### src/rtl/alu_pkg.sv
// Shared ALU definitions: op-code encodings and FSM state encoding for seq_alu.
// SEQ_ALU_DIV_EN selects whether the DIV state exists.
package alu_pkg;

  localparam logic [3:0] ALU_ADD     = 4'b0000;
  localparam logic [3:0] ALU_SUB     = 4'b0001;
  localparam logic [3:0] ALU_MUL     = 4'b0010;
  localparam logic [3:0] ALU_DIVU    = 4'b0011;
  localparam logic [3:0] ALU_XOR     = 4'b0100;
  localparam logic [3:0] ALU_AND     = 4'b0101;
  localparam logic [3:0] ALU_OR      = 4'b0110;
  localparam logic [3:0] ALU_NOT     = 4'b0111;
  localparam logic [3:0] ALU_NOR     = 4'b1000;
  localparam logic [3:0] ALU_SLT     = 4'b1001;
  localparam logic [3:0] ALU_SLL     = 4'b1010;
  localparam logic [3:0] ALU_SRL     = 4'b1011;
  localparam logic [3:0] ALU_SRA     = 4'b1100;
  localparam logic [3:0] ALU_REMU    = 4'b1101;
  localparam logic [3:0] ALU_SLTU    = 4'b1110;
  localparam logic [3:0] ALU_ILLEGAL = 4'b1111;

`ifdef SEQ_ALU_DIV_EN
  typedef enum logic [1:0] {
    ST_IDLE = 2'd0,
    ST_RESP = 2'd1,
    ST_DIV  = 2'd2
  } state_e;
`else
  typedef enum logic [1:0] {
    ST_IDLE = 2'd0,
    ST_RESP = 2'd1
  } state_e;
`endif

  function automatic logic is_div_op(input logic [3:0] op);
    return (op == ALU_DIVU) || (op == ALU_REMU);
  endfunction

endpackage

### src/rtl/seq_alu_div.sv
// Restoring unsigned divider: one quotient bit per cycle, WIDTH cycles after start_i.
// Only instantiated when SEQ_ALU_DIV_EN is defined.
module seq_alu_div #(
  parameter int WIDTH = 32
) (
  input  logic             clk,
  input  logic             rst_n,
  input  logic             start_i,
  input  logic [WIDTH-1:0] dividend_i,
  input  logic [WIDTH-1:0] divisor_i,
  output logic             done_o,
  output logic [WIDTH-1:0] quotient_o,
  output logic [WIDTH-1:0] remainder_o
);

  localparam int CW = $clog2(WIDTH) + 1;

  logic             busy_q;
  logic [CW-1:0]    cnt_q;
  logic [WIDTH-1:0] quo_q;
  logic [WIDTH-1:0] rem_q;
  logic [WIDTH-1:0] dvs_q;
  logic [WIDTH:0]   shifted_d;
  logic [WIDTH:0]   diff_d;

  // Partial remainder shifted left with the next dividend bit; a borrow means "restore".
  assign shifted_d = {rem_q, quo_q[WIDTH-1]};
  assign diff_d    = shifted_d - {1'b0, dvs_q};

  // NOTE: sequential state uses non-blocking assignments so every register samples pre-edge values.
  always_ff @(posedge clk or negedge rst_n) begin
    if (!rst_n) begin
      busy_q <= 1'b0;
      cnt_q  <= '0;
      quo_q  <= '0;
      rem_q  <= '0;
      dvs_q  <= '0;
    end else if (start_i) begin
      busy_q <= 1'b1;
      cnt_q  <= CW'(WIDTH);
      quo_q  <= dividend_i;
      rem_q  <= '0;
      dvs_q  <= divisor_i;
    end else if (busy_q) begin
      if (cnt_q != '0) begin
        rem_q <= diff_d[WIDTH] ? shifted_d[WIDTH-1:0] : diff_d[WIDTH-1:0];
        quo_q <= {quo_q[WIDTH-2:0], ~diff_d[WIDTH]};
        cnt_q <= cnt_q - CW'(1);
      end else begin
        busy_q <= 1'b0;
      end
    end
  end

  assign done_o      = busy_q && (cnt_q == '0);
  assign quotient_o  = quo_q;
  assign remainder_o = rem_q;

endmodule

### src/rtl/seq_alu.sv
// Handshaked sequential ALU: single-cycle ops in one cycle, div/rem iterative.
// Define SEQ_ALU_DIV_EN to include the divider; otherwise divu/remu report err like an illegal op.
module seq_alu
  import alu_pkg::*;
#(
  parameter int WIDTH = 32
) (
  input  logic             clk,
  input  logic             rst_n,
  input  logic             in_valid,
  output logic             in_ready,
  input  logic [3:0]       op,
  input  logic [WIDTH-1:0] srca,
  input  logic [WIDTH-1:0] srcb,
  output logic             out_valid,
  input  logic             out_ready,
  output logic [WIDTH-1:0] result,
  output logic             zero,
  output logic             err
);

  localparam int SHW = $clog2(WIDTH);

  state_e           state_q;
  logic [WIDTH-1:0] result_q;
  logic             zero_q;
  logic             err_q;
  logic [WIDTH-1:0] alu_res_d;
  logic             alu_err_d;
  logic [SHW-1:0]   shamt;

  assign shamt = srcb[SHW-1:0];

  // NOTE: every signal written here gets a default first, so no path can infer a latch.
  always_comb begin
    alu_res_d = '0;
    alu_err_d = 1'b0;
    case (op)
      ALU_ADD:  alu_res_d = srca + srcb;
      ALU_SUB:  alu_res_d = srca - srcb;
      ALU_MUL:  alu_res_d = srca * srcb;
      ALU_XOR:  alu_res_d = srca ^ srcb;
      ALU_AND:  alu_res_d = srca & srcb;
      ALU_OR:   alu_res_d = srca | srcb;
      ALU_NOT:  alu_res_d = ~srca;
      ALU_NOR:  alu_res_d = ~(srca | srcb);
      ALU_SLT:  alu_res_d = {{(WIDTH-1){1'b0}}, ($signed(srca) < $signed(srcb))};
      ALU_SLL:  alu_res_d = srca << shamt;
      ALU_SRL:  alu_res_d = srca >> shamt;
      ALU_SRA:  alu_res_d = $unsigned($signed(srca) >>> shamt);
      ALU_SLTU: alu_res_d = {{(WIDTH-1){1'b0}}, (srca < srcb)};
`ifdef SEQ_ALU_DIV_EN
      // Only reached for a zero divisor; non-zero divisors go through the divider.
      ALU_DIVU: begin
        alu_res_d = '1;
        alu_err_d = 1'b1;
      end
      ALU_REMU: begin
        alu_res_d = srca;
        alu_err_d = 1'b1;
      end
`endif
      default:  alu_err_d = 1'b1;
    endcase
  end

`ifdef SEQ_ALU_DIV_EN
  logic             div_go;
  logic             div_done;
  logic [WIDTH-1:0] div_quo;
  logic [WIDTH-1:0] div_rem;
  logic             rem_sel_q;

  assign div_go = in_valid && (state_q == ST_IDLE) && is_div_op(op) && (srcb != '0);

  seq_alu_div #(.WIDTH(WIDTH)) u_div (
    .clk         (clk),
    .rst_n       (rst_n),
    .start_i     (div_go),
    .dividend_i  (srca),
    .divisor_i   (srcb),
    .done_o      (div_done),
    .quotient_o  (div_quo),
    .remainder_o (div_rem)
  );
`endif

  always_ff @(posedge clk or negedge rst_n) begin
    if (!rst_n) begin
      state_q  <= ST_IDLE;
      result_q <= '0;
      zero_q   <= 1'b0;
      err_q    <= 1'b0;
`ifdef SEQ_ALU_DIV_EN
      rem_sel_q <= 1'b0;
`endif
    end else begin
      case (state_q)
        ST_IDLE: begin
          if (in_valid) begin
`ifdef SEQ_ALU_DIV_EN
            if (div_go) begin
              state_q   <= ST_DIV;
              rem_sel_q <= (op == ALU_REMU);
            end else
`endif
            begin
              state_q  <= ST_RESP;
              result_q <= alu_res_d;
              zero_q   <= (alu_res_d == '0);
              err_q    <= alu_err_d;
            end
          end
        end
`ifdef SEQ_ALU_DIV_EN
        ST_DIV: begin
          if (div_done) begin
            state_q  <= ST_RESP;
            result_q <= rem_sel_q ? div_rem : div_quo;
            zero_q   <= ((rem_sel_q ? div_rem : div_quo) == '0);
            err_q    <= 1'b0;
          end
        end
`endif
        ST_RESP: begin
          if (out_ready) state_q <= ST_IDLE;
        end
        default: state_q <= ST_IDLE;
      endcase
    end
  end

  assign in_ready  = (state_q == ST_IDLE);
  assign out_valid = (state_q == ST_RESP);
  assign result    = result_q;
  assign zero      = zero_q;
  assign err       = err_q;

endmodule

### config.mk
export PLATFORM = sky130hd
export DESIGN_NAME = seq_alu
export DESIGN_NICKNAME = d
export VERILOG_FILES = /design/src/rtl/alu_pkg.sv /design/src/rtl/seq_alu_div.sv /design/src/rtl/seq_alu.sv
export SDC_FILE = /design/constraint.sdc
export NUM_CORES = 2
export LEC_CHECK = 0
export ABC_AREA = 1
export CORE_UTILIZATION = 45
export CTS_BUF_LIST = sky130_fd_sc_hd__clkbuf_2
export CTS_CLUSTER_SIZE = 14
export DETAILED_ROUTE_END_ITERATION = 16
export GPL_ROUTABILITY_DRIVEN = 0
export PLACE_DENSITY_LB_ADDON = 0.15
export SLEW_MARGIN = 20
export SYNTH_ARGS = -nofsm -noshare
export SYNTH_HDL_FRONTEND = slang
export SYNTH_HIERARCHICAL = 1
export SYNTH_SLANG_ARGS = --single-unit
### constraint.sdc
create_clock -name clk -period 1.3 [get_ports clk]
set_clock_uncertainty 0.15 [all_clocks]
set_input_delay 0.26 -clock clk [delete_from_list [all_inputs] [get_ports clk]]
set_output_delay 0.26 -clock clk [all_outputs]
set_load 0.02 [all_outputs]
==> results.md <==
- In the synthesized netlist, the cells that appear most often are sky130_fd_sc_hd__nand2_1 (1318), sky130_fd_sc_hd__inv_1 (956), sky130_fd_sc_hd__fa_1 (410).
- In this run, synthesis inferred 0 flip-flops with an integrated enable.
- The most common cell in the synthesized netlist is sky130_fd_sc_hd__nand2_1.
- The number of max-cap violations is 0.
- The synthesized-area fraction occupied by ao, oa, aoi and oai cells is approximately an eighth.
- The residual overflow from global routing is 0.
- The final reports fail on setup timing.
- The synthesis warning total is 6.
- Dividing the detail-routed wire length by the instance count gives ~22 um.
- The critical path's slowest cell is sky130_fd_sc_hd__fa_2.
- Measured along the x axis, the die boundary spans 250.2 um.
- At the pin with the least slew margin, the transition time is 0.6241 ns.
- The worst hold path belongs to the class input port to asynchronous set/reset pin.
- The setup slack of the critical path after layout is -5.701 ns.
- The largest stage delay on the critical path is 0.58 ns.
- The first routing iteration left 4060 violations.
- The critical setup path kind is input port to flop.
- After filler insertion, the fill cell instance count of the layout stands at slightly below 5000.
- The later-pin clock latency in the skew report is 0.40 ns.
- The synthesized net count is about 5000.
- The worst register-to-register path has a depth of 6.
- Detailed placement finished with a half-perimeter wire length of about 100 mm.
- The post-route netlist has 33.20% of its cells at a drive strength greater than 1.
- The final layout contains routed wiring with a total length of 133.8 mm.
- The maximum frequency from static timing analysis is 0.1428 GHz.
- The required time reported for the critical path endpoint is 1.50 ns.
- STA classifies the critical path startpoint as an input port.
- The cell type with the highest aggregate area in the netlist is sky130_fd_sc_hd__fa_1.
- The buffer levels on the longest clock path is 2.
- In the final design database the tool counted 6047 nets.
- Setup repair after global routing could not meet its margin everywhere.
- The final critical path time including I/O delays and setup is 7.001 ns.
- Clock tree synthesis selected as its root buffer the cell sky130_fd_sc_hd__clkbuf_2.
- The critical path contains buffers and inverters numbering 7 combined.
- The total DRC errors in the routed layout is 0.
- The most frequent cell on the critical path is sky130_fd_sc_hd__fa_1.
- The number of global-route vias before repair is 32440.
- Summing the sequential cell areas from Yosys gives 3.160% of the chip area.
- The routed layout has 33780 vias.
- The first-pass GRT wire length is 193.0 mm.
- Of all nets on the critical path, the largest fanout is 5.
- The fraction of the mapped netlist area in adder cells is 39.54%.
- Using the TritonRoute via totals, the vias-per-cell ratio works out to 5.510.
- The xor/xnor cell area share of the yosys netlist is less than 1%.
- Buffers inserted to repair hold after CTS numbered 0.
- Summed over its instances, the top area cell type makes up 29.61% of the synthesized netlist area.
- The count of final hold-check violations was 0.
- The final critical path takes up 538.6% of the cycle.
- After Yosys synthesis, and, or, nand and nor cells account for between 20% and 30% of the synthesized area.
- The cell count after synthesis came out at 4351.
- The number of sinks handled by clock tree synthesis is 35.
- For this design the top-level I/O count stands at 108.
- In this run the tightest slew margin relative to its limit is 58.12%.
- The number of I/O port buffers is 107.
- Clock-pin slew was measured on the worst setup and hold paths at 0.20 ns.
- After detailed placement, the total cell area comes to 36950 um2.
- The dominant combinational cell family by area after synthesis is adder cells.
- The area enclosed by the die boundary is 62600 um2.
- The multiplexer share of the synthesized area is less than 1%.
- STA classifies the critical path endpoint as a flop.
- The proportion of register bits with asynchronous set or reset after synthesis is 100.0%.
- The initial standard-cell utilization of the core is 45.76%.
- The number of antenna violations at the first check in global routing came to 4.
- The CTS tree is done.
- The worst endpoint data arrival time is 7.20 ns.
- The first-pass detailed-route iteration total is 6.
- After floorplanning, the core was divided into 90 placement rows.
- The family of cells with the greatest summed delay on the critical path is adder cells.
- TritonCTS created 5 clock buffers.
- Entering global routing, the biggest net connects 53 pins.
- The flow ran to the end, but the final reports show violations.
- The synthesized area per cell is 6.371 um2.
- The number of max-slew violations in the final report is 0.
- The primary flip-flop cell chosen by synthesis mapping is sky130_fd_sc_hd__dfrtp_1.
- In this run, synthesis produced a sequential element count of 35.
- The finished cells cover 41590 um2.
- In this run the number of H-tree levels came out at 2.
- Measured along the y axis, the die boundary spans roughly 250 um.
- The critical path runs through a total of 31 cells.
- The synthesized netlist occupies a cell area of 27720 um2.
- Hold timing on the final database bottoms out at a slack of 0.04255 ns.
- Setup slack on the worst reg-to-reg path comes out at -0.05 ns.
- The floorplan core area is approximately 60000 um2.
- Yosys attributes the largest share of cell area to sky130_fd_sc_hd__fa_1 (30%), sky130_fd_sc_hd__nand2_1 (18%), sky130_fd_sc_hd__inv_1 (13%).
- Across every metal layer, demand over resource in global routing totals 40.90%.
- The synthesized netlist contains 60 unique library cells.
- The count of nets left with antenna violations once routing finished came out at 0.
- The area growth from synthesis to layout is 50.04%.
- Setup violations remaining at the end of the flow were counted as 69.
==> cells by family (layout without fill, tap and decap cells) <==
group	Yosys count	count (layout)
XOR/XNOR	24	24
adder cells (fa/ha/maj)	630	630
buffers and inverters	1202	2197
AND/OR/NAND/NOR	1850	1850
flip-flops	35	35
other	0	3
AO/OA/AOI/OAI	599	599
multiplexers	11	11
==> worst register-to-register path, stage by stage, from the launching register on <==
cell,delay (ns)
sky130_fd_sc_hd__dfrtp_2,0.47
sky130_fd_sc_hd__inv_4,0.07
sky130_fd_sc_hd__nand2_2,0.08
sky130_fd_sc_hd__inv_1,0.12
sky130_fd_sc_hd__buf_12,0.17
sky130_fd_sc_hd__nor2_1,0.08
sky130_fd_sc_hd__a31oi_4,0.13
==> metal layers <==
layer | wire length [um] | global-route usage (%) | up-vias
met2 | 55670 | 61.08 | 2237
li1 | - | - | 15190
met5 | 24 | 0 | -
met3 | 16860 | 9.976 | 555
met4 | 11050 | 24.38 | 4
met1 | 50250 | 53.53 | 15790
==> flip-flops by register name (all words and copies together), names as in the netlist <==
| signal | flops |
|---|---|
| err | 1 |
| result | 32 |
| state_q | 1 |
| zero | 1 |
==> per-stage QoR <==
step	worst slack, ns	util [%]	instances	setup TNS, ns
6_report	-5.701	68.65	6131	-148.86
5_1_grt	-5.798	68.65	6129	-154.00
3_5_place_dp	-6.509	60.99	5954	-175.97
2_1_floorplan	-5.490	-	4351	-136.56
3_3_place_gp	-6.482	60.99	5954	-174.64
4_1_cts	-5.419	65.82	6075	-153.19
==> cells in the final DEF (no fill, tap or decap), types with 115 or more instances in the layout <==
cell	Yosys	layout
sky130_fd_sc_hd__a21oi_1	187	152
sky130_fd_sc_hd__buf_4	3	908
sky130_fd_sc_hd__buf_6	7	127
sky130_fd_sc_hd__fa_1	410	348
sky130_fd_sc_hd__ha_1	220	148
sky130_fd_sc_hd__inv_1	956	857
sky130_fd_sc_hd__inv_2	24	115
sky130_fd_sc_hd__nand2_1	1318	1197
sky130_fd_sc_hd__nand3_1	198	172
sky130_fd_sc_hd__nor2_1	209	167
sky130_fd_sc_hd__o21ai_0	169	130
==> repair_timing <==
item | 4_1_cts | 5_1_grt
cloned | 20 | 2
buffers inserted | 104 | 74
gates resized for setup | 707 | 489
setup endpoints to repair | 69 | 70
pin swaps | 278 | 242
==> worst paths after layout <==
path,to,from
min in group clk,state_q[0],out_ready
max reg2reg,result[22],state_q[0]
max,zero,srcb[7]
max in group asynchronous,state_q[0],rst_n
min,result[24],rst_n
min reg2reg,result[26],result[26]
==> final cells by class <==
cell class                 instances  area [um2]  area share [%]
multi-input combinational       3114       24780           59.58
inverter                         985        3722           8.950
timing repair buffer            1204       11160           26.83
tap                              782       978.4           2.352
clock buffer                       5       25.02         0.06016
clock inverter                     3       38.79         0.09326
sequential                        35       877.1           2.109
antenna                            3       7.507         0.01805
Power is not shown: default switching activity piles up to over one toggle a cycle in this logic, so the estimate is an artifact.
